## src/rtl/p09_ball_mover_pkg.sv

```systemverilog
// Shared definitions for the breakout ball mover: state encoding, screen
// geometry and the serve-position helper.
package p09_pkg;

    typedef enum logic [1:0] {
        SERVE = 2'd0,
        PLAY  = 2'd1,
        LOST  = 2'd2
    } state_t;

    localparam logic [9:0] SCREEN_W    = 10'd640;
    localparam logic [8:0] SCREEN_H    = 9'd480;
    localparam logic [9:0] BALL_SIZE   = 10'd5;
    localparam logic [8:0] PADDLE_Y    = 9'd440;
    localparam logic [9:0] PADDLE_W    = 10'd40;
    localparam logic [2:0] STEP        = 3'd1;
    localparam logic [7:0] LOST_FRAMES = 8'd60;

    // Largest on-screen top-left coordinates and the resting row on the paddle.
    localparam logic [9:0] X_MAX   = SCREEN_W - BALL_SIZE;
    localparam logic [8:0] Y_MAX   = SCREEN_H - BALL_SIZE[8:0];
    localparam logic [8:0] SERVE_Y = PADDLE_Y - BALL_SIZE[8:0];

    // Ball centred on the paddle; wraps at 10 bits like the position register.
    function automatic logic [9:0] serve_x(input logic [9:0] paddle_x);
        return paddle_x + (PADDLE_W >> 1) - 10'd2;
    endfunction

endpackage

```

## src/rtl/p09_ball_mover_if.sv

```systemverilog
// Painter/playfield link of the ball mover: per-pixel edge and solid flags
// toward the mover, ball position and direction back toward the painter.
interface p09_ball_mover_if;
    logic       display_active;
    logic       in_ball_top;
    logic       in_ball_bottom;
    logic       in_ball_left;
    logic       in_ball_right;
    logic       solid;
    logic       paddle;
    logic [9:0] x;
    logic [8:0] y;
    logic       dir_x;
    logic       dir_y;

    modport master (
        output display_active, in_ball_top, in_ball_bottom, in_ball_left,
               in_ball_right, solid, paddle,
        input  x, y, dir_x, dir_y
    );

    modport slave (
        input  display_active, in_ball_top, in_ball_bottom, in_ball_left,
               in_ball_right, solid, paddle,
        output x, y, dir_x, dir_y
    );
endinterface

```

## src/rtl/p09_hit_latch.sv

```systemverilog
// Sticky per-frame collision flags. Outputs include a hit arriving in the
// current cycle so a collision coinciding with frame_pulse is not lost.
// Optional paddle-hit flag built only with P09_BALL_SPEEDUP_EN.
module p09_hit_latch (
    input  logic clk,
    input  logic nRst,
    input  logic frame_pulse,
    input  logic display_active,
    input  logic solid,
    input  logic in_ball_top,
    input  logic in_ball_bottom,
    input  logic in_ball_left,
    input  logic in_ball_right,
    output logic hit_t,
    output logic hit_b,
    output logic hit_l,
    output logic hit_r
`ifdef P09_BALL_SPEEDUP_EN
    ,
    input  logic paddle,
    output logic hit_pad
`endif
);

    logic [3:0] set_s;
    logic [3:0] flag_r;

    assign set_s = {4{display_active & solid}} &
                   {in_ball_top, in_ball_bottom, in_ball_left, in_ball_right};

    // Accumulate edge hits over the frame; frame_pulse consumes and clears them.
    always_ff @(posedge clk or negedge nRst) begin
        if (!nRst)            flag_r <= 4'b0000;
        else if (frame_pulse) flag_r <= 4'b0000;
        else                  flag_r <= flag_r | set_s;
    end

    assign {hit_t, hit_b, hit_l, hit_r} = flag_r | set_s;

`ifdef P09_BALL_SPEEDUP_EN
    logic pad_set_s;
    logic pad_r;

    assign pad_set_s = display_active & solid & paddle & in_ball_bottom;

    // Paddle contact flag with the same frame-scoped lifetime as the edge flags.
    always_ff @(posedge clk or negedge nRst) begin
        if (!nRst)            pad_r <= 1'b0;
        else if (frame_pulse) pad_r <= 1'b0;
        else                  pad_r <= pad_r | pad_set_s;
    end

    assign hit_pad = pad_r | pad_set_s;
`endif

endmodule

```

## src/rtl/p09_ball_mover.sv

```systemverilog
// Breakout ball motion controller: serve/play/lost sequencing, reflection
// and once-per-frame stepping of the ball's top-left position.
// Optional macro P09_BALL_SPEEDUP_EN doubles the step after 7 paddle-hit frames.
module p09_ball_mover
    import p09_pkg::*;
(
    input  logic             clk,
    input  logic             nRst,
    input  logic             frame_pulse,
    input  logic [9:0]       paddle_x,
    input  logic             launch,
    p09_ball_mover_if.slave  bus,
    output logic             ball_lost,
    output logic             playing
);

    state_t      state_r, state_s;
    logic [9:0]  x_r, x_s;
    logic [8:0]  y_r, y_s;
    logic        dir_x_r, dir_x_s, dir_y_r, dir_y_s;
    logic [7:0]  lost_cnt_r, lost_cnt_s;
    logic        ball_lost_r, ball_lost_s;
    logic        playing_r;
    logic        hit_t_s, hit_b_s, hit_l_s, hit_r_s;
    logic [3:0]  step_s;
    logic [10:0] x_sum_s;
    logic [9:0]  y_sum_s;
    logic        ndx_s, ndy_s;
`ifdef P09_BALL_SPEEDUP_EN
    logic        hit_pad_s;
    logic [2:0]  pad_cnt_r, pad_cnt_s;
`endif

    p09_hit_latch u_hit_latch (
        .clk            (clk),
        .nRst           (nRst),
        .frame_pulse    (frame_pulse),
        .display_active (bus.display_active),
        .solid          (bus.solid),
        .in_ball_top    (bus.in_ball_top),
        .in_ball_bottom (bus.in_ball_bottom),
        .in_ball_left   (bus.in_ball_left),
        .in_ball_right  (bus.in_ball_right),
        .hit_t          (hit_t_s),
        .hit_b          (hit_b_s),
        .hit_l          (hit_l_s),
        .hit_r          (hit_r_s)
`ifdef P09_BALL_SPEEDUP_EN
        ,
        .paddle         (bus.paddle),
        .hit_pad        (hit_pad_s)
`endif
    );

    // Effective per-axis step for this frame.
    always_comb begin
`ifdef P09_BALL_SPEEDUP_EN
        if (pad_cnt_r == 3'd7) step_s = {STEP, 1'b0};
        else                   step_s = {1'b0, STEP};
`else
        step_s = {1'b0, STEP};
`endif
    end

    // Next-state, reflection and movement; everything advances only on frame_pulse.
    always_comb begin
        state_s     = state_r;
        x_s         = x_r;
        y_s         = y_r;
        dir_x_s     = dir_x_r;
        dir_y_s     = dir_y_r;
        lost_cnt_s  = lost_cnt_r;
        ball_lost_s = 1'b0;
        ndx_s       = dir_x_r;
        ndy_s       = dir_y_r;
        x_sum_s     = {1'b0, x_r} + {7'd0, step_s};
        y_sum_s     = {1'b0, y_r} + {6'd0, step_s};
`ifdef P09_BALL_SPEEDUP_EN
        pad_cnt_s   = pad_cnt_r;
`endif
        if (frame_pulse) begin
            case (state_r)
                SERVE: begin
                    x_s = serve_x(paddle_x);
                    y_s = SERVE_Y;
                    if (launch) begin
                        state_s = PLAY;
                        dir_x_s = 1'b0;
                        dir_y_s = 1'b1;
                    end else begin
                        state_s = SERVE;
                    end
                end
                PLAY: begin
                    // Only hits opposing the travel direction reflect, so a ball
                    // still overlapping a solid is not bounced back into it.
                    if (hit_l_s && dir_x_r)        ndx_s = 1'b0;
                    else if (hit_r_s && !dir_x_r)  ndx_s = 1'b1;
                    else                           ndx_s = dir_x_r;
                    if (hit_t_s && dir_y_r)        ndy_s = 1'b0;
                    else if (hit_b_s && !dir_y_r)  ndy_s = 1'b1;
                    else                           ndy_s = dir_y_r;
                    dir_x_s = ndx_s;
                    dir_y_s = ndy_s;

                    if (ndx_s) begin
                        if (x_r < {6'd0, step_s}) begin
                            x_s     = 10'd0;
                            dir_x_s = 1'b0;
                        end else begin
                            x_s = x_r - {6'd0, step_s};
                        end
                    end else if (x_sum_s > {1'b0, X_MAX}) begin
                        x_s     = X_MAX;
                        dir_x_s = 1'b1;
                    end else begin
                        x_s = x_sum_s[9:0];
                    end

                    if (ndy_s) begin
                        if (y_r < {5'd0, step_s}) begin
                            y_s     = 9'd0;
                            dir_y_s = 1'b0;
                        end else begin
                            y_s = y_r - {5'd0, step_s};
                        end
                    end else if (y_sum_s > {1'b0, Y_MAX}) begin
                        // Ball leaves through the bottom: keep its last visible spot.
                        state_s     = LOST;
                        ball_lost_s = 1'b1;
                        lost_cnt_s  = 8'd0;
                        x_s         = x_r;
                        y_s         = y_r;
                    end else begin
                        y_s = y_sum_s[8:0];
                    end
`ifdef P09_BALL_SPEEDUP_EN
                    if (hit_pad_s && (pad_cnt_r != 3'd7)) pad_cnt_s = pad_cnt_r + 3'd1;
                    else                                  pad_cnt_s = pad_cnt_r;
`endif
                end
                LOST: begin
                    if (lost_cnt_r == (LOST_FRAMES - 8'd1)) begin
                        state_s = SERVE;
                        x_s     = serve_x(paddle_x);
                        y_s     = SERVE_Y;
`ifdef P09_BALL_SPEEDUP_EN
                        pad_cnt_s = 3'd0;
`endif
                    end else begin
                        lost_cnt_s = lost_cnt_r + 8'd1;
                    end
                end
                default: begin
                    state_s = SERVE;
                end
            endcase
        end else begin
            state_s = state_r;
        end
    end

    // State, position and status registers.
    always_ff @(posedge clk or negedge nRst) begin
        if (!nRst) begin
            state_r     <= SERVE;
            x_r         <= serve_x(10'd0);
            y_r         <= SERVE_Y;
            dir_x_r     <= 1'b0;
            dir_y_r     <= 1'b1;
            lost_cnt_r  <= 8'd0;
            ball_lost_r <= 1'b0;
            playing_r   <= 1'b0;
        end else begin
            state_r     <= state_s;
            x_r         <= x_s;
            y_r         <= y_s;
            dir_x_r     <= dir_x_s;
            dir_y_r     <= dir_y_s;
            lost_cnt_r  <= lost_cnt_s;
            ball_lost_r <= ball_lost_s;
            playing_r   <= (state_s == PLAY);
        end
    end

`ifdef P09_BALL_SPEEDUP_EN
    // Paddle-hit frame counter that unlocks the faster step.
    always_ff @(posedge clk or negedge nRst) begin
        if (!nRst) pad_cnt_r <= 3'd0;
        else       pad_cnt_r <= pad_cnt_s;
    end
`endif

    assign bus.x     = x_r;
    assign bus.y     = y_r;
    assign bus.dir_x = dir_x_r;
    assign bus.dir_y = dir_y_r;
    assign ball_lost = ball_lost_r;
    assign playing   = playing_r;

endmodule

```

## src/flat_wrapper.sv

```systemverilog
// flat-port wrapper written by rule: the top's interface ports become plain ports
module p09_ball_mover_flat import p09_pkg::*;
  (clk, nRst, frame_pulse, paddle_x, launch, ball_lost, playing, bus_display_active, bus_in_ball_top, bus_in_ball_bottom, bus_in_ball_left, bus_in_ball_right, bus_solid, bus_paddle, bus_x, bus_y, bus_dir_x, bus_dir_y);
  p09_ball_mover_if bus_i ();
  input  logic clk;
  input  logic nRst;
  input  logic frame_pulse;
  input  logic [9:0] paddle_x;
  input  logic launch;
  output logic ball_lost;
  output logic playing;
  input wire logic [$bits(bus_i.display_active)-1:0] bus_display_active;
  input wire logic [$bits(bus_i.in_ball_top)-1:0] bus_in_ball_top;
  input wire logic [$bits(bus_i.in_ball_bottom)-1:0] bus_in_ball_bottom;
  input wire logic [$bits(bus_i.in_ball_left)-1:0] bus_in_ball_left;
  input wire logic [$bits(bus_i.in_ball_right)-1:0] bus_in_ball_right;
  input wire logic [$bits(bus_i.solid)-1:0] bus_solid;
  input wire logic [$bits(bus_i.paddle)-1:0] bus_paddle;
  output wire logic [$bits(bus_i.x)-1:0] bus_x;
  output wire logic [$bits(bus_i.y)-1:0] bus_y;
  output wire logic [$bits(bus_i.dir_x)-1:0] bus_dir_x;
  output wire logic [$bits(bus_i.dir_y)-1:0] bus_dir_y;
  assign bus_i.display_active = bus_display_active;
  assign bus_i.in_ball_top = bus_in_ball_top;
  assign bus_i.in_ball_bottom = bus_in_ball_bottom;
  assign bus_i.in_ball_left = bus_in_ball_left;
  assign bus_i.in_ball_right = bus_in_ball_right;
  assign bus_i.solid = bus_solid;
  assign bus_i.paddle = bus_paddle;
  assign bus_x = bus_i.x;
  assign bus_y = bus_i.y;
  assign bus_dir_x = bus_i.dir_x;
  assign bus_dir_y = bus_i.dir_y;
  p09_ball_mover u_core (.clk(clk), .nRst(nRst), .frame_pulse(frame_pulse), .paddle_x(paddle_x), .launch(launch), .bus(bus_i), .ball_lost(ball_lost), .playing(playing));
endmodule
```

## config.mk

```make
export PLATFORM = sky130hd
export DESIGN_NAME = p09_ball_mover_flat
export DESIGN_NICKNAME = d
export VERILOG_FILES = /design/src/rtl/p09_ball_mover_pkg.sv /design/src/rtl/p09_ball_mover_if.sv /design/src/rtl/p09_hit_latch.sv /design/src/rtl/p09_ball_mover.sv /design/src/flat_wrapper.sv
export SDC_FILE = /design/constraint.sdc
export NUM_CORES = 1
export LEC_CHECK = 0
export BUFFER_PORTS_ARGS = -buffer_cell sky130_fd_sc_hd__buf_2
export CAP_MARGIN = 30
export CORE_UTILIZATION = 50
export DETAILED_ROUTE_END_ITERATION = 6
export PLACE_DENSITY = 0.76
export SLEW_MARGIN = 20
export SYNTH_ARGS = -nofsm -noshare
export SYNTH_HDL_FRONTEND = slang
export SYNTH_SLANG_ARGS = --single-unit
```

## constraint.sdc

```tcl
create_clock -name clk -period 3.2 [get_ports clk]
set_input_delay 0.96 -clock clk [delete_from_list [all_inputs] [get_ports clk]]
set_output_delay 0.96 -clock clk [all_outputs]
set_load 0.02 [all_outputs]
```

==> out/metrics.yaml, run 1 <==
outcome:
  outcome: "completed"
cts:
  cts-htree-levels: 2
  cts_tree: "done"
  insertion_delay_ns: 0.30
  cts_inserted_buffers: 5
  cts_buffer_depth: 2
  post_cts_buffers: 0
  post_cts_resized: 0
  cts-root-buf: "clkbuf_8"
  holdBufCountCts: 0
  clk_pin_slew_ns: 0.08
  clock_sinks: 37
setup_path:
  cpMaxStageDelayCell: "dfstp_2"
  reg2regPathDepth: 9
  cp_top_family: "compound AO/OA/AOI/OAI gates"
  cp-endpoint: "u_core.bus.x[0]$_DFFE_PN0P_"
  path_max_fanout: 11
  cp_cell_sequence: "inv_1 -> ha_1 -> inv_1 -> o31ai_1 -> nand4b_1 -> o41ai_4 -> a21oi_4 -> a211o_1 -> o21ai_2"
  timing.rr.start: "u_core.bus.x[1]$_DFFE_PN1P_"
  critPathMaxStageDelay_ns: 0.65
  crit_buf_inv: 2
  rrSetupSlack_ns: 0.43
  crit_required_ns: 3.44
  crit_arrival_ns: 3.00
  crit_path_frequent_cell: "inv_1"
  cp-end-kind: "register"
  worst_r2r_endpoint: "u_core.bus.x[0]$_DFFE_PN0P_"
  crit_cells: 9
  startpoint_type: "register"
  critPathLaunch: "u_core.bus.x[1]$_DFFE_PN1P_"
  path_class: "register to register"
final_layout:
  instances_no_fill: 466
  fillers: 503
  regArea_um2: 937
  multi_input_area_um2: 1870
  area_growth_pct: 11.5
  drive_above_1_share_pct: 21.1
  nNetsFinal: 421
  diodes: 0
sta:
  skew_ns: 0.00433
  worstMarginPinSlew_ns: 0.737
  fmax_mhz: 361
  rsz0062_at_grt: "no"
  max_slew_margin_pct: 49.5
  whs_ns: 0.493
  setup_violations: 0
  fin_crit_ns: 2.77
  setup_tns_ns: 0
  slew_violations: 0
  hold_viol_final: 0
  finalCritPeriodShare_pct: 86.5
  worst_slack_ns: 0.432
drt:
  first_iter_violations: 244
  drt-pass1-iter-count: 5
  via_count: 2955
  drt-wirelength-per-cell_um: 16.4
  drt.antenna.violating_nets: 0
  via_per_inst: 6.34
  wl_mm: 7.64
  drcViolationCount: 0
global_route:
  met1_usage_pct: 36.4
  grt_util_met3_pct: 5.86
  use_met2_pct: 38.3
  top_usage_layer: "met2"
  grt_pass1_wl_mm: 12.5
  grt_use_total_pct: 25.4
  grt_pass1_vias: 2636
  grt_start_max_net_pins: 38
  antenna_found_initial: 0
  grt-ovfl-total: 0
placed_design:
  dpl.hpwl_mm: 5.36
  dp_slack_ns: 0.432
  gp_congestion: 0.928
  port_buffers: 42
  dp_cells: 457
floorplanning:
  io-pin-count: 44
  die_h_um: 79.3
  die_w_um: 79.3
  dieArea_um2: 6290
  std_cell_rows: 27
  core_um2: 5640
  initial_core_util_pct: 53.0
logic_synthesis:
  synth.top_cell.area_share_pct: 23.4
  synthDominantAreaCellType: "dfrtp_1"
  synthesis.instances: 362
  synth.distinct_cells: 69
  synthArstFlopShare_pct: 100
  synth_area_leaders: "dfrtp_1 23%, dfstp_2 7.9%, a21oi_1 5.5%"
  synth.cell_area_um2: 2990
  ys_ff_latch: 37
  synth-main-ff-cell: "dfrtp_1"
  synth-edff-count: 0
  yosysWarnings: 0
  syn_avg_cell_area_um2: 8.26
  synth-seq-area-share_pct: 31.4
  synth_nets: 390
hold_path:
  hold_class: "input port to asynchronous set/reset pin"
power_and_ir_drop:
  leakagePower_nw: 1.46
  p_comb_share_pct: 53.2
  p_sw_share_pct: 49.5
  power_frac_seq_pct: 32.6
  powerDensity_nw_per_um2: 933
  peakVddDrop_v: 0.000388
  p_switching_mw: 1.54
  internal-power_mw: 1.57
  power_frac_clock_pct: 14.2
flow_run:
  cap_violations: 0
[cell usage after synthesis, drive strengths merged, types with 3 or more instances]
cell type,instances
dfrtp,28
or3,9
clkbuf,8
o22ai,3
a22o,5
a211oi,3
xnor2,13
xor2,7
a31oi,10
nand2b,3
a21o,3
mux2i,5
nor3,5
inv,11
o41ai,3
nor4,5
ha,7
nand4,9
and2,4
o211ai,4
nor2,30
and3,7
o21ai,30
nor2b,3
buf,17
nand2,34
a21oi,36
nand3,14
dfstp,9
[state kept, by name (all words and copies together), names as in the netlist]
register                   count
u_core.bus.x                  10
u_core.bus.y                   9
u_core.lost_cnt_r              8
u_core.u_hit_latch.flag_r      4
u_core.state_r                 2
u_core.ball_lost               1
u_core.bus.dir_x               1
u_core.bus.dir_y               1
u_core.playing                 1
[cell type report]
cell class	instances	area share, %
multi-input combinational	289	56.1
sequential	37	28.1
timing repair buffer	49	8.26
tap	72	2.70
clock buffer	6	2.48
inverter	11	1.24
clock inverter	2	1.13
[metrics by stage]
stage / util [%] / instance area, um^2 / total power [mW]
global route: 59.1 / 3330 / 3.32
floorplan: - / 2990 / 2.24
global placement: 56.6 / 3190 / 2.60
finish: 59.1 / 3330 / 3.11
CTS: 58.7 / 3310 / 3.09
detailed placement: 56.6 / 3190 / 2.64
[worst register-to-register path, cell delays in order (launching register included)]
cell      delay [ns]
dfstp_2         0.65
inv_1           0.12
ha_1            0.30
inv_1           0.05
o31ai_1         0.32
nand4b_1        0.19
o41ai_4         0.58
a21oi_4         0.14
a211o_1         0.30
o21ai_2         0.05
[layer usage]
metal / wire length, um / part of all wire, %
met1: 3530 / 46
met3: 628 / 8.2
met4: 82 / 1.1
met2: 3390 / 44
met5: 0 / 0
[power by group through the flow]
stage / clock (mW) / combinational (mW) / sequential (mW)
6_report: 0.441 / 1.65 / 1.01
5_1_grt: 0.466 / 1.81 / 1.04
4_1_cts: 0.446 / 1.64 / 1.00
3_5_place_dp: 0 / 1.63 / 1.01
3_3_place_gp: 0 / 1.60 / 1.00
2_1_floorplan: 0 / 1.27 / 0.968
[layout by cell type (no fill, tap or decap), drive strengths merged, types with 10 or more instances in the layout]
cell / count
nand3: 14
nand2: 34
buf: 49
xnor2: 13
a31oi: 10
a21oi: 36
o21ai: 30
inv: 11
dfrtp: 28
nor2: 30
[worst min path at each step]
stage                                                       from                                endpoint  slack, ns  cells past startpoint
final                                                       nRst             u_core.bus.x[5]$_DFFE_PN0P_       0.49                      1
after global routing                                        nRst             u_core.bus.x[5]$_DFFE_PN0P_       0.49                      1
after CTS                 u_core.u_hit_latch.flag_r[1]$_DFF_PN0_  u_core.u_hit_latch.flag_r[1]$_DFF_PN0_       0.50                      2
after detailed placement  u_core.u_hit_latch.flag_r[1]$_DFF_PN0_  u_core.u_hit_latch.flag_r[1]$_DFF_PN0_       0.49                      2
after global placement    u_core.u_hit_latch.flag_r[2]$_DFF_PN0_  u_core.u_hit_latch.flag_r[2]$_DFF_PN0_       0.48                      2
after floorplan           u_core.u_hit_latch.flag_r[1]$_DFF_PN0_  u_core.u_hit_latch.flag_r[1]$_DFF_PN0_       0.46                      2
[logic make-up (layout without fill, tap and decap cells)]
family          Yosys count  after routing  share of synthesized area, %
compound gates          122            122                          28.3
xor+xnor                 20             20                          5.86
fa+ha+maj                 7              7                          2.93
buf+inv                  36             68                          6.11
flops                    37             37                          31.4
mux                       7              7                          2.43
simple gates            133            133                          23.0
(Power assumes the default switching activity.)
==> run 2, diff against run 1 <==
CORE_UTILIZATION = 40   (was 50)
PLACE_DENSITY = 0.64   (was 0.76)
==> out/metrics.yaml, run 2 (synthesis gave the netlist of run 1 again) <==
global_route:
  grt_pass1_wl_mm: 12.3
  grt_use_total_pct: 20.2
  top_usage_layer: "met2"
  use_met2_pct: 31.7
  grt_pass1_vias: 2580
  met1_usage_pct: 28.2
  grt_start_max_net_pins: 38
  antenna_found_initial: 0
  grt-ovfl-total: 0
  grt_util_met3_pct: 3.82
final_layout:
  instances_no_fill: 492
  diodes: 0
  final_common_cell: "buf_2"
  largest_register_ffs: 10
  layout_common_cells: "42 x buf_2, 34 x nand2_1, 33 x a21oi_1"
  fillers: 743
  drive_above_1_share_pct: 20.9
  nNetsFinal: 420
  area_growth_pct: 11.3
  final_util_pct: 45.9
  multi_input_area_um2: 1870
  regArea_um2: 937
drt:
  drt.antenna.violating_nets: 0
  first_iter_violations: 145
  wl_mm: 7.47
  drcViolationCount: 0
  via_per_inst: 5.77
  drt-wirelength-per-cell_um: 15.2
  via_count: 2840
  drt-pass1-iter-count: 5
floorplanning:
  dieArea_um2: 7820
  io-pin-count: 44
  core_um2: 7250
  std_cell_rows: 31
  initial_core_util_pct: 41.2
  die_w_um: 88.4
  die_h_um: 88.4
placed_design:
  port_buffers: 42
  dp_cells: 484
  gp_congestion: 0.873
  dpl.hpwl_mm: 5.54
  dp_slack_ns: 0.456
cts:
  cts-root-buf: "clkbuf_8"
  post_cts_buffers: 0
  post_cts_resized: 0
  clock_sinks: 37
  holdBufCountCts: 0
  cts_inserted_buffers: 5
  cts-htree-levels: 2
  cts_buffer_depth: 2
  clk_pin_slew_ns: 0.08
  cts_tree: "done"
  insertion_delay_ns: 0.29
power_and_ir_drop:
  leakagePower_nw: 1.44
  internal-power_mw: 1.51
  peakVddDrop_v: 0.000276
  p_comb_share_pct: 55.4
  p_switching_mw: 1.51
  powerDensity_nw_per_um2: 908
  power_frac_seq_pct: 32.6
  power_frac_clock_pct: 12.0
  p_sw_share_pct: 50.0
sta:
  finalCritPeriodShare_pct: 84.4
  max_slew_margin_pct: 44.5
  fin_crit_ns: 2.70
  setup_violations: 0
  hold_viol_final: 0
  skew_ns: 0.00584
  whs_ns: 0.500
  setup_tns_ns: 0
  worst_slack_ns: 0.500
  slew_violations: 0
  rsz0062_at_grt: "no"
  fmax_mhz: 370
  worstMarginPinSlew_ns: 0.832
setup_path:
  path_max_fanout: 11
  crit_arrival_ns: 2.86
  startpoint_type: "register"
  crit_required_ns: 3.36
  cp-end-kind: "register"
  path_class: "register to register"
hold_path:
  hold_class: "register to register"
outcome:
  outcome: "completed"
flow_run:
  cap_violations: 0
## run 2: cell count changes in the layout (fill, tap and decap cells not counted)
| cell | change |
|---|---|
| clkinvlp_4 | -1 |
| clkbuf_8 | +1 |
| buf_12 | -1 |
| bufinv_16 | -1 |
| clkinv_2 | +1 |
## run 2: power groups by stage
stage	combinational [mW]	clock, mW	sequential [mW]
finish	1.67	0.363	0.987
global route	1.86	0.396	1.03
CTS	1.67	0.375	0.984
detailed placement	1.67	0	0.993
global placement	1.64	0	0.986
floorplan	1.27	0	0.968
## run 2: worst paths after layout
kind	slack, ns	end	cells past startpoint	start
min reg2reg	0.50	u_core.u_hit_latch.flag_r[1]$_DFF_PN0_	2	u_core.u_hit_latch.flag_r[1]$_DFF_PN0_
max reg2reg	0.50	u_core.bus.x[2]$_DFFE_PN0P_	8	u_core.bus.x[1]$_DFFE_PN1P_
max in group asynchronous	1.90	u_core.bus.y[2]$_DFFE_PN0P_	1	nRst
min in group asynchronous	0.77	u_core.bus.x[8]$_DFFE_PN0P_	1	nRst
max	0.50	u_core.bus.x[2]$_DFFE_PN0P_	8	u_core.bus.x[1]$_DFFE_PN1P_
min	0.50	u_core.u_hit_latch.flag_r[1]$_DFF_PN0_	2	u_core.u_hit_latch.flag_r[1]$_DFF_PN0_
## run 2: per-layer routing
layer | part of all wire [%] | wire (um)
met5 | 0 | 0
met4 | 0.63 | 47
met3 | 5.9 | 443
met2 | 44 | 3310
met1 | 49 | 3660
## run 2: layout make-up
type                       count  area share, %
timing repair buffer          48           7.67
multi-input combinational    289           56.2
clock buffer                   7           2.89
clock inverter                 1          0.150
sequential                    37           28.2
tap                           99           3.72
inverter                      11           1.24
## run 2: through the flow
step / instance area [um^2] / total power [mW]
6_report: 3330 / 3.02
3_3_place_gp: 3230 / 2.63
5_1_grt: 3330 / 3.28
4_1_cts: 3330 / 3.03
2_1_floorplan: 2990 / 2.24
3_5_place_dp: 3230 / 2.66
## run 2: worst max-delay path: stages, from the launching register on
cell      delay, ns
dfstp_2        0.64
ha_1           0.35
nand3_1        0.13
xnor2_1        0.26
nand4b_1       0.18
o41ai_4        0.57
nor3_1         0.09
o211ai_1       0.26
a21oi_1        0.10
==> run 3, diff against run 2 <==
clock period = 2.7 ns   (was 3.2 ns; I/O delays follow)
==> out/metrics.yaml, run 3 (synthesis gave the netlist of run 1 again) <==
setup_path:
  cpMaxStageDelayCell: "dfstp_2"
  startpoint_type: "register"
  cp_cell_sequence: "ha_2 -> and3b_1 -> and3_1 -> or4_4 -> o41ai_4 -> buf_4 -> nor3_1 -> o211ai_1 -> a21oi_1"
  path_class: "register to register"
  path_max_fanout: 11
  critPathMaxStageDelay_ns: 0.64
  cp_top_family: "simple AND/OR/NAND/NOR gates"
  crit_buf_inv: 1
  crit_arrival_ns: 2.75
  cp-end-kind: "register"
  crit_required_ns: 2.87
final_layout:
  instances_no_fill: 508
  nNetsFinal: 436
  layout_common_cells: "42 x buf_2, 34 x nand2_1, 33 x a21oi_1"
  drive_above_1_share_pct: 24.4
  diodes: 0
  final_common_cell: "buf_2"
  largest_register_ffs: 10
  area_growth_pct: 16.2
drt:
  drcViolationCount: 0
  drt-wirelength-per-cell_um: 15.5
  via_count: 2915
  wl_mm: 7.87
  drt-pass1-iter-count: 4
  drt.antenna.violating_nets: 0
  first_iter_violations: 243
  via_per_inst: 5.74
power_and_ir_drop:
  peakVddDrop_v: 0.000294
  powerDensity_nw_per_um2: 1070
  p_total_mw: 3.71
  leakagePower_nw: 1.52
floorplanning:
  die_w_um: 88.4
  initial_core_util_pct: 41.2
  die_h_um: 88.4
  std_cell_rows: 31
  io-pin-count: 44
  core_um2: 7250
  dieArea_um2: 7820
global_route:
  grt_pass1_vias: 2717
  grt-ovfl-total: 0
  grt_pass1_wl_mm: 13.1
  grt_use_total_pct: 21.4
  grt_start_max_net_pins: 38
  antenna_found_initial: 0
cts:
  cts_tree: "done"
  cts-root-buf: "clkbuf_8"
  cts_buffer_depth: 2
  clk_pin_slew_ns: 0.07
  cts-htree-levels: 2
  clock_sinks: 37
  holdBufCountCts: 0
  cts_inserted_buffers: 5
  insertion_delay_ns: 0.29
  post_cts_buffers: 0
  post_cts_resized: 0
hold_path:
  hold_class: "input port to asynchronous set/reset pin"
sta:
  hold_viol_final: 0
  whs_ns: 0.472
  skew_ns: 0.0100
  setup_tns_ns: 0
  worstMarginPinSlew_ns: 0.542
  setup_violations: 0
  fmax_mhz: 388
  finalCritPeriodShare_pct: 95.5
  fin_crit_ns: 2.58
  max_slew_margin_pct: 63.6
  rsz0062_at_grt: "no"
  slew_violations: 0
flow_run:
  cap_violations: 0
placed_design:
  dpl.hpwl_mm: 5.80
  gp_congestion: 0.884
  port_buffers: 42
  dp_cells: 499
outcome:
  outcome: "completed"
-- run 3: changes by cell type in the layout (fill, tap and decap cells not counted), sizes merged --
cell and change:
buf +16, clkbuf -1, clkinv +1
-- run 3: worst paths after layout --
check / cells past startpoint / endpoint / from / slack, ns
setup reg to reg: 9 / u_core.bus.x[2]$_DFFE_PN0P_ / u_core.bus.x[1]$_DFFE_PN1P_ / 0.12
max in group asynchronous: 2 / u_core.bus.dir_y$_DFFE_PN1P_ / nRst / 1.70
hold / removal: 1 / u_core.bus.y[6]$_DFFE_PN0P_ / nRst / 0.47
min in group clk: 2 / u_core.u_hit_latch.flag_r[1]$_DFF_PN0_ / u_core.u_hit_latch.flag_r[1]$_DFF_PN0_ / 0.51
hold reg to reg: 2 / u_core.u_hit_latch.flag_r[1]$_DFF_PN0_ / u_core.u_hit_latch.flag_r[1]$_DFF_PN0_ / 0.51
setup / recovery: 9 / u_core.bus.x[2]$_DFFE_PN0P_ / u_core.bus.x[1]$_DFFE_PN1P_ / 0.12
-- run 3: metrics by stage --
step                area, um^2  setup WS, ns  util (%)
detailed placement        3350         0.103      46.2
CTS                       3430        0.0859      47.4
global route              3470        0.0120      47.9
global placement          3350         0.150      46.2
finish                    3470         0.123      47.9
floorplan                 2990         0.158         -
-- run 3: final cells by class --
cell class	count	area, um^2
multi-input combinational	289	1880
inverter	11	41.3
sequential	37	937
clock inverter	2	10.0
tap	99	124
timing repair buffer	64	408
clock buffer	6	72.6
fill	752	3780
-- run 3: where the power goes --
part / internal, mW / switching, mW
clock: 0.179 / 0.199
sequential: 0.778 / 0.293
combinational: 0.910 / 1.35
total: 1.87 / 1.84
-- run 3: metal layers --
layer	wire length (um)	up-vias	global-route usage [%]
li1	-	1444	-
met4	30	0	4.40
met2	3610	73	33.8
met5	0	-	0
met1	3870	1393	30.7
met3	359	5	3.73
